--- src/rtl/ae_pkg.sv ---
// Shared types and constants for the AE sensor write path: scheduler and
// write-engine state encodings, group-hold values, default sensor register
// addresses and the gain saturation helper.
package ae_pkg;

  // Scheduler states
  typedef enum logic [2:0] {
    INIT_FETCH = 3'd0,
    INIT_WR    = 3'd1,
    RUN_IDLE   = 3'd2,
    ARMED      = 3'd3,
    BURST_WR   = 3'd4
  } ae_state_e;

  // Single-write engine states
  typedef enum logic [1:0] {
    ENG_IDLE = 2'd0,
    ENG_REQ  = 2'd1,
    ENG_GAP  = 2'd2
  } eng_state_e;

  // Group-hold register values
  localparam logic [7:0] HOLD_OPEN  = 8'h00;
  localparam logic [7:0] HOLD_CLOSE = 8'h10;

  // Default sensor register addresses, also used by the AE top-level glue
  localparam logic [15:0] EXP_REG_H_DEF = 16'h3501;
  localparam logic [15:0] EXP_REG_L_DEF = 16'h3502;
  localparam logic [15:0] GAIN_REG_DEF  = 16'h350B;
  localparam logic [15:0] HOLD_REG_DEF  = 16'h3208;

  // Index of the last write in an AE burst (hold open .. hold close)
  localparam logic [2:0] BURST_LAST = 3'd4;

  // Clamp a 16-bit AE gain into the 8-bit sensor gain register
  function automatic logic [7:0] sat_gain(input logic [15:0] g);
    logic [7:0] r;
    if (g > 16'd255) begin
      r = 8'hFF;
    end else begin
      r = g[7:0];
    end
    return r;
  endfunction

endpackage

--- src/rtl/ae_i2c_retry.sv ---
// Single-write request engine: accepts one address/value on start, holds
// i2c_req until i2c_done, and re-requests after a NACK up to MAX_RETRY extra
// times. fin pulses once per write; dropped qualifies fin when all attempts
// were NACKed.
module ae_i2c_retry
  import ae_pkg::*;
#(
  parameter int MAX_RETRY = 3
) (
  input  logic        clk,
  input  logic        rst,
  input  logic        start,
  input  logic [15:0] wr_addr,
  input  logic [7:0]  wr_data,
  input  logic        i2c_done,
  input  logic        i2c_err,
  output logic        i2c_req,
  output logic [15:0] i2c_addr,
  output logic [7:0]  i2c_data,
  output logic        fin,
  output logic        dropped
);

  localparam logic [1:0] MAX_RETRY_C = 2'(MAX_RETRY);

  eng_state_e  state_q, state_d;
  logic        req_q, req_d;
  logic [15:0] addr_q, addr_d;
  logic [7:0]  data_q, data_d;
  logic [1:0]  retry_q, retry_d;
  logic        fin_q, fin_d;
  logic        drop_q, drop_d;

  // Next-state logic for one write with NACK retries; a done pulse outside
  // ENG_REQ is ignored because req is low there
  always_comb begin
    state_d = state_q;
    req_d   = req_q;
    addr_d  = addr_q;
    data_d  = data_q;
    retry_d = retry_q;
    fin_d   = 1'b0;
    drop_d  = 1'b0;
    case (state_q)
      ENG_IDLE: begin
        if (start) begin
          addr_d  = wr_addr;
          data_d  = wr_data;
          retry_d = 2'd0;
          req_d   = 1'b1;
          state_d = ENG_REQ;
        end else begin
          req_d   = 1'b0;
        end
      end
      ENG_REQ: begin
        if (i2c_done) begin
          req_d = 1'b0;
          if (!i2c_err) begin
            fin_d   = 1'b1;
            state_d = ENG_IDLE;
          end else if (retry_q == MAX_RETRY_C) begin
            fin_d   = 1'b1;
            drop_d  = 1'b1;
            state_d = ENG_IDLE;
          end else begin
            retry_d = retry_q + 2'd1;
            state_d = ENG_GAP;
          end
        end else begin
          req_d = 1'b1;
        end
      end
      ENG_GAP: begin
        // One idle cycle between a NACKed attempt and its retry
        req_d   = 1'b1;
        state_d = ENG_REQ;
      end
      default: begin
        req_d   = 1'b0;
        state_d = ENG_IDLE;
      end
    endcase
  end

  // Engine registers; reset drops the request immediately
  always_ff @(posedge clk or negedge rst) begin
    if (!rst) begin
      state_q <= ENG_IDLE;
      req_q   <= 1'b0;
      addr_q  <= 16'h0000;
      data_q  <= 8'h00;
      retry_q <= 2'd0;
      fin_q   <= 1'b0;
      drop_q  <= 1'b0;
    end else begin
      state_q <= state_d;
      req_q   <= req_d;
      addr_q  <= addr_d;
      data_q  <= data_d;
      retry_q <= retry_d;
      fin_q   <= fin_d;
      drop_q  <= drop_d;
    end
  end

  assign i2c_req  = req_q;
  assign i2c_addr = addr_q;
  assign i2c_data = data_q;
  assign fin      = fin_q;
  assign dropped  = drop_q;

endmodule

--- src/rtl/ae_sensor_write_sched.sv ---
// Sensor write scheduler: walks the power-up config LUT, then commits AE
// exposure/gain results as group-hold bursts started on a vsync rising edge.
// Sole owner of the I2C master request port.
module ae_sensor_write_sched
  import ae_pkg::*;
#(
  parameter int          LUT_AW    = 8,
  parameter logic [15:0] EXP_REG_H = EXP_REG_H_DEF,
  parameter logic [15:0] EXP_REG_L = EXP_REG_L_DEF,
  parameter logic [15:0] GAIN_REG  = GAIN_REG_DEF,
  parameter logic [15:0] HOLD_REG  = HOLD_REG_DEF,
  parameter int          MAX_RETRY = 3
) (
  input  logic              clk,
  input  logic              rst,
  output logic [LUT_AW-1:0] lut_index,
  input  logic [23:0]       lut_data,
  input  logic [LUT_AW-1:0] lut_size,
  input  logic              ae_valid,
  input  logic [15:0]       ae_time,
  input  logic [15:0]       ae_gain,
  input  logic              vsync,
  output logic              i2c_req,
  output logic [15:0]       i2c_addr,
  output logic [7:0]        i2c_data,
  input  logic              i2c_done,
  input  logic              i2c_err,
  output logic              init_done,
  output logic              busy,
  output logic              err,
  output logic [15:0]       exp_applied,
  output logic [7:0]        gain_applied,
  output logic [7:0]        update_cnt
);

  ae_state_e         state_q, state_d;
  logic [LUT_AW-1:0] lut_index_q, lut_index_d;
  logic              init_done_q, init_done_d;
  logic              busy_q, busy_d;
  logic              err_q, err_d;
  logic [15:0]       exp_applied_q, exp_applied_d;
  logic [7:0]        gain_applied_q, gain_applied_d;
  logic [7:0]        update_cnt_q, update_cnt_d;
  logic              vsync_q;
  logic              p_valid_q, p_valid_d;
  logic [15:0]       p_time_q, p_time_d;
  logic [7:0]        p_gain_q, p_gain_d;
  logic [15:0]       w_time_q, w_time_d;
  logic [7:0]        w_gain_q, w_gain_d;
  logic [2:0]        step_q, step_d;

  logic              vsync_rise_s;
  logic              clear_pend_s;
  logic              start_s;
  logic [15:0]       start_addr_s;
  logic [7:0]        start_data_s;
  logic [2:0]        sel_step_s;
  logic [15:0]       burst_addr_s;
  logic [7:0]        burst_data_s;
  logic              eng_fin_s;
  logic              eng_drop_s;

  assign vsync_rise_s = vsync & ~vsync_q;

  // Select which burst word gets issued next: word 0 from ARMED, else step+1
  always_comb begin
    if (state_q == BURST_WR) begin
      sel_step_s = step_q + 3'd1;
    end else begin
      sel_step_s = 3'd0;
    end
  end

  // Address/value of each burst word; the group hold brackets the update so
  // the sensor latches exposure and gain on the same frame
  always_comb begin
    case (sel_step_s)
      3'd0: begin
        burst_addr_s = HOLD_REG;
        burst_data_s = HOLD_OPEN;
      end
      3'd1: begin
        burst_addr_s = EXP_REG_H;
        burst_data_s = w_time_q[15:8];
      end
      3'd2: begin
        burst_addr_s = EXP_REG_L;
        burst_data_s = w_time_q[7:0];
      end
      3'd3: begin
        burst_addr_s = GAIN_REG;
        burst_data_s = w_gain_q;
      end
      default: begin
        burst_addr_s = HOLD_REG;
        burst_data_s = HOLD_CLOSE;
      end
    endcase
  end

  // Scheduler next-state: LUT walk, pending-update arbitration and bursts
  always_comb begin
    state_d        = state_q;
    lut_index_d    = lut_index_q;
    init_done_d    = init_done_q;
    err_d          = err_q;
    exp_applied_d  = exp_applied_q;
    gain_applied_d = gain_applied_q;
    update_cnt_d   = update_cnt_q;
    w_time_d       = w_time_q;
    w_gain_d       = w_gain_q;
    step_d         = step_q;
    clear_pend_s   = 1'b0;
    start_s        = 1'b0;
    start_addr_s   = burst_addr_s;
    start_data_s   = burst_data_s;
    case (state_q)
      INIT_FETCH: begin
        if (lut_index_q == lut_size) begin
          init_done_d = 1'b1;
          state_d     = RUN_IDLE;
        end else begin
          start_s      = 1'b1;
          start_addr_s = lut_data[23:8];
          start_data_s = lut_data[7:0];
          state_d      = INIT_WR;
        end
      end
      INIT_WR: begin
        if (eng_fin_s) begin
          // A dropped entry is skipped just like a successful one
          lut_index_d = lut_index_q + LUT_AW'(1);
          err_d       = err_q | eng_drop_s;
          state_d     = INIT_FETCH;
        end else begin
          state_d     = INIT_WR;
        end
      end
      RUN_IDLE: begin
        if (p_valid_q) begin
          if ({p_time_q, p_gain_q} == {exp_applied_q, gain_applied_q}) begin
            clear_pend_s = 1'b1;
          end else begin
            state_d = ARMED;
          end
        end else begin
          state_d = RUN_IDLE;
        end
      end
      ARMED: begin
        if (vsync_rise_s) begin
          w_time_d     = p_time_q;
          w_gain_d     = p_gain_q;
          clear_pend_s = 1'b1;
          step_d       = 3'd0;
          start_s      = 1'b1;
          state_d      = BURST_WR;
        end else begin
          state_d = ARMED;
        end
      end
      BURST_WR: begin
        if (eng_fin_s) begin
          err_d = err_q | eng_drop_s;
          if (step_q == BURST_LAST) begin
            exp_applied_d  = w_time_q;
            gain_applied_d = w_gain_q;
            update_cnt_d   = update_cnt_q + 8'd1;
            state_d        = RUN_IDLE;
          end else begin
            step_d  = step_q + 3'd1;
            start_s = 1'b1;
          end
        end else begin
          state_d = BURST_WR;
        end
      end
      default: begin
        state_d = INIT_FETCH;
      end
    endcase

    // Pending slot: a new pulse always wins over a same-cycle clear
    if (ae_valid) begin
      p_valid_d = 1'b1;
      p_time_d  = ae_time;
      p_gain_d  = sat_gain(ae_gain);
    end else if (clear_pend_s) begin
      p_valid_d = 1'b0;
      p_time_d  = p_time_q;
      p_gain_d  = p_gain_q;
    end else begin
      p_valid_d = p_valid_q;
      p_time_d  = p_time_q;
      p_gain_d  = p_gain_q;
    end

    busy_d = (state_d == INIT_FETCH) || (state_d == INIT_WR) ||
             (state_d == BURST_WR);
  end

  // Scheduler state, status outputs and pending/working registers
  always_ff @(posedge clk or negedge rst) begin
    if (!rst) begin
      state_q        <= INIT_FETCH;
      lut_index_q    <= '0;
      init_done_q    <= 1'b0;
      busy_q         <= 1'b0;
      err_q          <= 1'b0;
      exp_applied_q  <= 16'h0000;
      gain_applied_q <= 8'h00;
      update_cnt_q   <= 8'h00;
      vsync_q        <= 1'b0;
      p_valid_q      <= 1'b0;
      p_time_q       <= 16'h0000;
      p_gain_q       <= 8'h00;
      w_time_q       <= 16'h0000;
      w_gain_q       <= 8'h00;
      step_q         <= 3'd0;
    end else begin
      state_q        <= state_d;
      lut_index_q    <= lut_index_d;
      init_done_q    <= init_done_d;
      busy_q         <= busy_d;
      err_q          <= err_d;
      exp_applied_q  <= exp_applied_d;
      gain_applied_q <= gain_applied_d;
      update_cnt_q   <= update_cnt_d;
      vsync_q        <= vsync;
      p_valid_q      <= p_valid_d;
      p_time_q       <= p_time_d;
      p_gain_q       <= p_gain_d;
      w_time_q       <= w_time_d;
      w_gain_q       <= w_gain_d;
      step_q         <= step_d;
    end
  end

  ae_i2c_retry #(
    .MAX_RETRY (MAX_RETRY)
  ) u_retry (
    .clk      (clk),
    .rst      (rst),
    .start    (start_s),
    .wr_addr  (start_addr_s),
    .wr_data  (start_data_s),
    .i2c_done (i2c_done),
    .i2c_err  (i2c_err),
    .i2c_req  (i2c_req),
    .i2c_addr (i2c_addr),
    .i2c_data (i2c_data),
    .fin      (eng_fin_s),
    .dropped  (eng_drop_s)
  );

  assign lut_index    = lut_index_q;
  assign init_done    = init_done_q;
  assign busy         = busy_q;
  assign err          = err_q;
  assign exp_applied  = exp_applied_q;
  assign gain_applied = gain_applied_q;
  assign update_cnt   = update_cnt_q;

endmodule

--- config.mk ---
export PLATFORM = sky130hd
export DESIGN_NAME = ae_sensor_write_sched
export DESIGN_NICKNAME = d
export VERILOG_FILES = /design/src/rtl/ae_pkg.sv /design/src/rtl/ae_i2c_retry.sv /design/src/rtl/ae_sensor_write_sched.sv
export SDC_FILE = /design/constraint.sdc
export NUM_CORES = 1
export LEC_CHECK = 0
export CAP_MARGIN = 20
export CELL_PAD_IN_SITES_DETAIL_PLACEMENT = 0
export CELL_PAD_IN_SITES_GLOBAL_PLACEMENT = 1
export CORE_ASPECT_RATIO = 1.25
export CORE_MARGIN = 2
export CORE_UTILIZATION = 43
export DETAILED_ROUTE_END_ITERATION = 8
export MAX_ROUTING_LAYER = met4
export PLACE_DENSITY = 0.84
export SYNTH_ARGS = -nofsm -noshare
export SYNTH_HDL_FRONTEND = slang
export SYNTH_SLANG_ARGS = --single-unit
--- constraint.sdc ---
create_clock -name clk -period 3.7 [get_ports clk]
set_clock_uncertainty 0.15 [all_clocks]
set_input_delay 0.37 -clock clk [delete_from_list [all_inputs] [get_ports clk]]
set_output_delay 0.37 -clock clk [all_outputs]
set_load 0.01 [all_outputs]
==> reports/qor.txt, run 1 <==
Ys Warns -> 0
Synth Area in Adders -> 1.07%
Final worst slack -> 1.06 ns
Place WS -> 1.08 ns
Max-slew violations -> 0
Core ar. -> 13200 um2
Final Util -> 60.2%
RSZ-0062 raised after global routing -> no
Cell Pwr Density -> 597 nW/um2
I/O pins -> 138
Post-Synth XOR/XNOR Area -> 7.21%
Outcome -> finished clean
Worst-Margin Slew -> 0.801 ns
First drt pass iteration count -> 6
H-tree levels -> 4
Post-synthesis mux area share -> 16.3%
Drt drc -> 0
# nets final -> 673
Pin count of the biggest net entering global routing -> 80
Async SR Flop Fraction -> 100%
Main synth FF type -> dfrtp_1
Seq/Total Area, Yosys -> 55.8%
Area Growth Syn to Fin -> 36.7%
CTS tree -> built
Peak VDD IR -> 279 uV
Slew HR -> 46.4%
Syn_nets -> 529
Diodes inserted -> 0
Compound-Gate Fraction of Synth Area -> 8.29%
Final setup TNS -> 0 ns
Post-Syn Instances -> 454
Fin crit share -> 71.4%
Crit path kind -> reg -> reg
Vias in the first global route -> 4287
Min-Delay Path Class -> in -> async
Post-synth EDFFs -> 0
WL per Instance -> 17.2 um
Worst Setup SP -> step_q[0]
Initial drt markers -> 181
Worst hold margin -> 0.294 ns
Netlist cell types -> 50
Final ANT Viol Nets -> 0
# setup viols final -> 0
TritonCTS buffer count -> 17
Area share of and/or/nand/nor cells after synthesis -> 8.31%
Share of layout cells above drive strength 1 -> 20.3%
Fillcell total -> 1075
Commonest non-fill, non-tap cell in the layout -> clkdlybuf4s50_1
Total gr overflow -> 0
Final instance area -> 7970 um2
Clk pin slew, worst setup/hold paths -> 0.06 ns
DP Wirelength -> 9480 um
Leak -> 3.50 nW
Req. time, crit path -> 3.84 ns
Maximum capacitance violations -> 0
Gates resized, CTS repair -> 0
Initial Util -> 44.1%
Die width -> 108 um
Area of the multi-input gates -> 2400 um2
Mean post-synth cell area -> 12.8 um2
Vias post-DR -> 4017
Routed WL -> 13500 um
Placer Congestion -> 0.793
Via density -> 5.14
Fmax -> 379 MHz
Seq cells post-synth -> 130
Clock tree buffer depth -> 2
GRT Resource Usage Total -> 20.4%
Global-route wire length before repair -> 21900 um
Crit path launch type -> flip-flop
Initial antenna violation count -> 0
Clk_lat worst skew -> 0.41 ns
Rows -> 47
Worst setup EP type -> flip-flop
PortBufs -> 137
Fin. Hold Viols -> 0
Fin crit period -> 2.64 ns
Reg2reg start -> step_q[0]
Cts hold-fix bufs -> 0
Sink Count -> 130
Reg2reg path depth -> 7
Setup Fix Bufs, Post-CTS -> 0
Main combinational cell family by area after synthesis -> multiplexers
Arr. time, crit path -> 2.78 ns
Die area -> 14500 um2
Clk root buf -> clkbuf_16
Storage element area -> 3250 um2
Max FO, Critical Path -> 13
Most frequent cells in the layout -> 136 x clkdlybuf4s50_1, 130 x dfrtp_1, 70 x mux2_2, 34 x xnor2_1, 25 x nand2_1
Placed Area -> 7340 um2
Die height -> 134 um
Mapped Area -> 5830 um2
-- where the power goes --
part	leakage (nW)	internal, W	switching, W	total, W
clock network	0.295	0.00106	0.000598	0.00165
registers	1.66	0.00167	0.000215	0.00188
logic	1.55	0.000673	0.000548	0.00122
-- area by class of cell --
class	instances	share of cell area (%)
clock buffers	22	6.08
flip-flops and latches	130	40.8
multi-input cells	289	30.1
inverters	15	0.707
well taps	171	2.69
clock inverters	10	1.34
repair buffers	145	18.2
-- metal layers --
layer	vias to the layer above	wire length, um	share of wire [%]	track usage [%]
li1	1901	-	-	-
met1	1996	5670	42	24.7
met2	110	6740	50	33.5
met3	10	884	6.6	6.12
met4	0	159	1.2	5.13
met5	-	0	0	-
-- state kept, by name, indices dropped and copies added, names as in the netlist, 16 cells and up --
| signal | cells |
|---|---|
| p_time_q | 16 |
| w_time_q | 16 |
| u_retry.i2c_addr | 16 |
| exp_applied | 16 |
-- synthesized netlist by cell type, drive strengths merged (3+ instances only) --
cell type | instances | area share, %
buf | 15 | 1.8
nor4 | 4 | 0.43
mux2i | 7 | 1.2
nand4 | 12 | 1.3
xor2 | 14 | 2.1
a21o | 3 | 0.51
mux2 | 76 | 15
nor3 | 3 | 0.34
and3 | 4 | 0.43
dfrtp | 130 | 56
nand3 | 11 | 0.94
nor2b | 4 | 0.43
o22a | 8 | 1.2
o21ai | 23 | 2.0
clkbuf | 5 | 0.32
and2 | 3 | 0.32
nand2 | 25 | 1.6
xnor2 | 34 | 5.1
nand2b | 5 | 0.58
o21a | 5 | 0.67
inv | 15 | 0.97
ha | 5 | 1.1
a22o | 9 | 1.4
nor2 | 10 | 0.64
-- worst max-delay path: stages (launching register included) --
cell and delay, ns:
dfrtp_1 0.58, inv_1 0.17, ha_1 0.57, and2_1 0.39
nand2_1 0.12, o21ai_0 0.08, a22o_1 0.21, mux2_2 0.26
-- through the flow --
stage          cells  power (W)
6_report         782    0.00476
5_1_grt          782    0.00501
4_1_cts          780    0.00479
3_5_place_dp     748    0.00314
3_3_place_gp     748    0.00310
2_1_floorplan    454    0.00258
-- worst paths after layout --
| kind | end | slack, ns |
|---|---|---|
| max reg2reg | u_retry.i2c_data[0] | 1.06 |
| max | u_retry.i2c_data[0] | 1.06 |
| min | exp_applied[6] | 0.29 |
| min in group clk | init_done | 0.31 |
| min reg2reg | init_done | 0.31 |
| max in group asynchronous | lut_index[4] | 2.40 |
-- cells by family (layout without fill, tap and decap cells) --
| logic type | after synthesis | after routing |
|---|---|---|
| DFF | 130 | 130 |
| xor gates and xnor gates | 48 | 48 |
| adders and majority gates | 5 | 5 |
| buffers and inverters | 35 | 192 |
| muxes | 83 | 83 |
| and+or+nand+nor | 89 | 89 |
| AOI/OAI and AO/OA | 64 | 64 |
(Power assumes the default switching activity.)
==> run 2: changes to the inputs <==
--- a/config.mk
+++ b/config.mk
@@ -10,10 +10,10 @@
 export CELL_PAD_IN_SITES_GLOBAL_PLACEMENT = 1
 export CORE_ASPECT_RATIO = 1.25
 export CORE_MARGIN = 2
-export CORE_UTILIZATION = 43
+export CORE_UTILIZATION = 40
 export DETAILED_ROUTE_END_ITERATION = 8
 export MAX_ROUTING_LAYER = met4
-export PLACE_DENSITY = 0.84
+export PLACE_DENSITY = 0.78
 export SYNTH_ARGS = -nofsm -noshare
 export SYNTH_HDL_FRONTEND = slang
 export SYNTH_SLANG_ARGS = --single-unit
==> constraint.sdc (replaced) <==
create_clock -name clk -period 2.7 [get_ports clk]
set_clock_uncertainty 0.15 [all_clocks]
set_input_delay 0.27 -clock clk [delete_from_list [all_inputs] [get_ports clk]]
set_output_delay 0.27 -clock clk [all_outputs]
set_load 0.01 [all_outputs]
==> reports/qor.txt, run 2 (synthesized netlist as in run 1, its figures left out) <==
Diodes inserted -> 0 (unchanged)
Fin. Hold Viols -> 0 (unchanged)
Die area -> 15600 um2 (+7.2%)
Reg2reg path depth -> 6 (-1)
CTS tree -> built
Slew HR -> 46.4% (about the same)
First drt pass iteration count -> 4 (-2)
Initial Util -> 40.6% (-3.4 points)
WL per Instance -> 18.0 um (+4.8%)
Arr. time, crit path -> 2.50 ns (-0.28 ns)
Total gr overflow -> 0 (unchanged)
Setup Fix Bufs, Post-CTS -> 0 (unchanged)
Placed Area -> 7370 um2 (+0.49%)
Final setup TNS -> 0 ns (unchanged)
# setup viols final -> 0 (unchanged)
Leak -> 3.54 nW (+1.3%)
Vias post-DR -> 4052 (+0.87%)
RSZ-0062 raised after global routing -> no
DRT met1 WL -> 6050 um (+6.7%)
Cell Pwr Density -> 859 nW/um2 (+44%)
Storage element area -> 3250 um2 (unchanged)
Crit path cell chain -> buf_4 > ha_1 > xor2_1 > nor2_1 > o211a_1 > a221oi_1
Fin crit share -> 88.4% (+17 points)
Placed cell count -> 757 (+1.2%)
CP peak stage delay -> 0.62 ns (+0.04 ns)
Most frequent cells in the layout -> 136 x clkdlybuf4s50_1, 130 x dfrtp_1, 70 x mux2_2, 34 x xnor2_1, 25 x nand2_1
Final ANT Viol Nets -> 0 (unchanged)
Placer Congestion -> 0.816 (+3.0%)
Gates resized, CTS repair -> 0 (unchanged)
Max FO, Critical Path -> 11 (-2)
Outcome -> finished clean
Reg2reg start -> step_q[0]
Final Util -> 56.3% (-3.9 points)
Min-Delay Path Class -> in -> async
Area Growth Syn to Fin -> 38.6%
Crit path buf inv count -> 1 (unchanged)
Crit path kind -> reg -> reg
TritonCTS buffer count -> 17 (unchanged)
Non-filler cells, final -> 790 (+1.0%)
Initial drt markers -> 153 (-15%)
Reg2reg setup slack -> 0.31 ns (-0.75 ns)
# nets final -> 674 (+0.15%)
Fmax -> 419 MHz (+11%)
Clk pin slew, worst setup/hold paths -> 0.06 ns (about the same)
Drt drc -> 0 (unchanged)
Kind of cell adding the most delay to the critical path -> simple AND/OR/NAND/NOR gates
Worst-Margin Slew -> 0.801 ns (+0.00000739 ns)
Fin crit period -> 2.39 ns (-0.253 ns)
Vias in the first global route -> 4427 (+3.3%)
Core ar. -> 14300 um2 (+8.4%)
Clock tree buffer depth -> 2 (unchanged)
Rows -> 49 (+4.3%)
Maximum capacitance violations -> 0 (unchanged)
Crit path launch type -> flip-flop
WL met3 -> 820 um (-7.2%)
Fillcell total -> 1255 (+17%)
Via density -> 5.13 (-0.15%)
Worst hold margin -> 0.216 ns (-0.0777 ns)
Final instance area -> 8080 um2 (+1.4%)
Commonest non-fill, non-tap cell in the layout -> clkdlybuf4s50_1
H-tree levels -> 4 (unchanged)
GRT Resource Usage Total -> 19.4% (-0.99 points)
Area of the multi-input gates -> 2400 um2 (unchanged)
Initial antenna violation count -> 0 (unchanged)
Peak VDD IR -> 397 uV (+43%)
DP Wirelength -> 10100 um (+6.0%)
Slowest stage cell on the critical path -> nor2_1
Sink Count -> 130 (unchanged)
Clk_lat worst skew -> 0.40 ns (about the same)
Die height -> 139 um (+3.6%)
Global-route wire length before repair -> 23400 um (+6.5%)
Max-slew violations -> 0 (unchanged)
Pin count of the biggest net entering global routing -> 68 (-15%)
Die width -> 112 um (+3.5%)
Share of layout cells above drive strength 1 -> 20.4% (+0.13 points)
Worst setup EP type -> flip-flop
Worst R2R End -> u_retry.i2c_addr[9]
Met2 wire len -> 7240 um (+7.4%)
Routed WL -> 14200 um (+5.9%)
Req. time, crit path -> 2.81 ns (-1.03 ns)
I/O pins -> 138 (unchanged)
PortBufs -> 137 (unchanged)
Clk root buf -> clkbuf_16
Cts hold-fix bufs -> 1 (+1)
Highest metal layer with signal wires -> met4
[run 2: cell types whose count changed in the layout (fill, tap and decap cells not counted)]
| cell | delta |
|---|---|
| clkinv_4 | -1 |
| clkbuf_8 | +1 |
| buf_4 | +1 |
| bufinv_16 | +4 |
| clkinv_2 | -4 |
| buf_16 | -1 |
| buf_12 | +1 |
[run 2: power breakdown]
group          internal [W]  switching [W]  total [W]
registers           0.00229       0.000293    0.00258
clock network       0.00185       0.000806    0.00266
logic              0.000939       0.000765    0.00170
[run 2: metal layers]
layer	global-route usage, %	vias up
li1	-	1897
met4	5.01	0
met2	32.3	109
met3	5.51	9
met5	-	-
met1	23.3	2037
[run 2: worst register-to-register path: stages (launching register included)]
cell and delay (ns):
dfrtp_1 0.45, buf_4 0.20, ha_1 0.24, xor2_1 0.18, nor2_1 0.62, o211a_1 0.33, a221oi_1 0.07
[run 2: cell type report]
type	count	area share, %
Inverter	15	0.697
Timing Repair Buffer	146	18.0
Clock buffer	23	6.16
Multi-Input combinational cell	289	29.7
Tap cell	178	2.76
Clock inverter	9	2.45
Sequential cell	130	40.3
[run 2: metrics by stage]
stage,total power (W),setup slack [ns]
floorplan,0.00353,0.734
global placement,0.00429,0.227
detailed placement,0.00433,0.183
CTS,0.00702,0.292
global route,0.00728,0.127
finish,0.00694,0.312
[run 2: worst max-delay path by stage]
stage,start,end,slack (ns),cells past startpoint
after floorplan,step_q[0],u_retry.i2c_data[3],0.73,7
after global placement,lut_size[3],u_retry.i2c_data[2],0.23,6
after detailed placement,lut_size[3],u_retry.i2c_data[2],0.18,6
after CTS,state_q[0],u_retry.i2c_data[2],0.29,4
after global routing,step_q[0],u_retry.i2c_addr[9],0.13,6
final,step_q[0],u_retry.i2c_addr[9],0.31,6
==> edit (config.mk and constraints of run 2) <==
Encoding of `ae_state_e`: now one-hot (5 bits for 5 states).
--- a/src/rtl/ae_pkg.sv
+++ b/src/rtl/ae_pkg.sv
@@ -4,12 +4,12 @@
 package ae_pkg;
 
   // Scheduler states
-  typedef enum logic [2:0] {
-    INIT_FETCH = 3'd0,
-    INIT_WR    = 3'd1,
-    RUN_IDLE   = 3'd2,
-    ARMED      = 3'd3,
-    BURST_WR   = 3'd4
+  typedef enum logic [4:0] {
+    INIT_FETCH = 5'b00001,
+    INIT_WR    = 5'b00010,
+    RUN_IDLE   = 5'b00100,
+    ARMED      = 5'b01000,
+    BURST_WR   = 5'b10000
   } ae_state_e;
 
   // Single-write engine states
Formal check against the unedited RTL: no difference found for any inputs over 10 cycles, from zero or initial values and one cycle with rst low; not proved beyond that.
==> edit against run 2 <==
- total power down 10%
- combinational power down 11%
- largest power group is now sequential cells
- setup slack worse by 0.043 ns
- via count up 9.6%
- cell area up 0.77%
- critical endpoint is now u_retry.i2c_data[1]$_DFFE_PN0P_
- hold slack worse by 0.026 ns
- largest cell class unchanged
- wire length up 3.9%
- synthesized area up 2.5%
- sequential cell count up 2
==> edit: results <==
group,metric,value,unit
finish,num-nonclk-inverters,16,
detailed_routing,avgViaCountPerCell,5.17,
place,globalplace.congestion,0.828,
synthesis,synth.area.top_cells,"dfrtp_1 (55%), mux2_2 (8.5%), xnor2_1 (6.0%), nand2_1 (5.9%), mux2_4 (2.0%)",
floorplan,die-area,15900,um^2
critical_path,rr_endpoint,"u_retry.i2c_data[1]$_DFFE_PN0P_",
finish,multi_input_cells,352,
finish,buffer_area_share,18.4,%
power_and_ir_drop,p_leak,3.59,nW
place,dp.cells,829,
clock_network,cts_resized,0,
synthesis,ys_seq_area_share,55.3,%
place,placed_cell_area,7550,um^2
finish,buffers_excl_clock,152,
global_route,antenna_found_initial,2,
timing,worstMarginPinSlew,0.676,ns
finish,nFlopsAndLatches,132,
global_route,grt_max_degree,74,
synthesis,syn_inst,524,
clock_network,clockBufferDepth,2,
synthesis,syn_nets,599,
critical_path,slowest_delay,0.45,ns
finish,clkCellAreaFrac,7.05,%
finish,antenna_cells,2,
synthesis,ys_async_sr_fraction,100,%
place,pre_cts_ws,0.256,ns
finish,drive_above_1_share,15.1,%
finish,ff_latch_area,3300,um^2
finish,syn_to_final_growth,36.3,%
critical_path,cp.arrival,2.57,ns
timing,holdWs,0.190,ns
finish,nFillCells,1264,
place,place_hpwl,10800,um
global_route,track_usage,20.2,%
critical_path,rr_startpoint,"state_q[4]$_DFF_PN0_",
global_route,grt_pass1_vias,4609,
finish,nNetsFinal,746,
power_and_ir_drop,peakVddDrop,0.338,mV
detailed_routing,num_vias,4442,
synthesis,yosysUniqueCellTypes,52,
synthesis,synthTopCellsByCount,"dfrtp_1 (131), nand2_1 (94), mux2_2 (45)",
critical_path,reg2reg_depth,5,
critical_path,cpMaxStageDelayCell,"dfrtp_1",
finish,clock_buffer_count,24,
finish,multi_input_area_share,30.4,%
min_path,hold_path_class,"in2reg",
outcome,status,"finished clean",
global_route,grt_pass1_wl,24100,um
detailed_routing,drtIter0Drc,233,
critical_path,ff2ff_setup_slack,0.27,ns
detailed_routing,wl,14800,um
## edit: cell count changes after synthesis, moves of 3 or more
cell / delta
xor2_1: -8
buf_4: -3
nand2_1: +69
nand3_1: +11
nor2_1: +4
or3_1: +3
xnor2_1: +7
mux2_2: -25
clkbuf_1: +9
nor3b_1: +4
## edit: where the power goes
part | leakage, nW | internal (W) | switching (W)
logic | 1.62 | 0.000878 | 0.000633
registers | 1.69 | 0.00227 | 0.000225
clock network | 0.280 | 0.00146 | 0.000781
total | 3.59 | 0.00461 | 0.00164
## edit: how the worst max path moves through the flow
stage / cells after the start / to / from / slack (ns)
detailed placement: 7 / u_retry.i2c_addr[8]$_DFFE_PN0P_ / lut_size[3] / 0.26
global route: 5 / u_retry.i2c_data[1]$_DFFE_PN0P_ / state_q[0]$_DFF_PN1_ / 0.16
floorplan: 8 / u_retry.i2c_data[3]$_DFFE_PN0P_ / step_q[0]$_DFFE_PN0P_ / 0.36
finish: 5 / u_retry.i2c_data[1]$_DFFE_PN0P_ / state_q[4]$_DFF_PN0_ / 0.27
global placement: 6 / u_retry.i2c_data[0]$_DFFE_PN0P_ / lut_size[6] / 0.31
CTS: 5 / u_retry.i2c_data[1]$_DFFE_PN0P_ / state_q[0]$_DFF_PN1_ / 0.27
## edit: cell families after synthesis
logic type                 share of synthesized area (%)
AOI/OAI and AO/OA                                   7.75
xor gates and xnor gates                            6.89
buffers and inverters                               3.29
adders and majority gates                           1.05
DFF                                                 55.3
muxes                                               11.7
and+or+nand+nor                                     14.1
## edit: layer usage
metal,global-route usage [%],up-vias,share of wire (%)
met5,-,-,0
met3,4.64,27,5.9
met1,23.9,2166,42
met4,8.73,0,2.7
li1,-,2105,-
met2,33.0,144,50
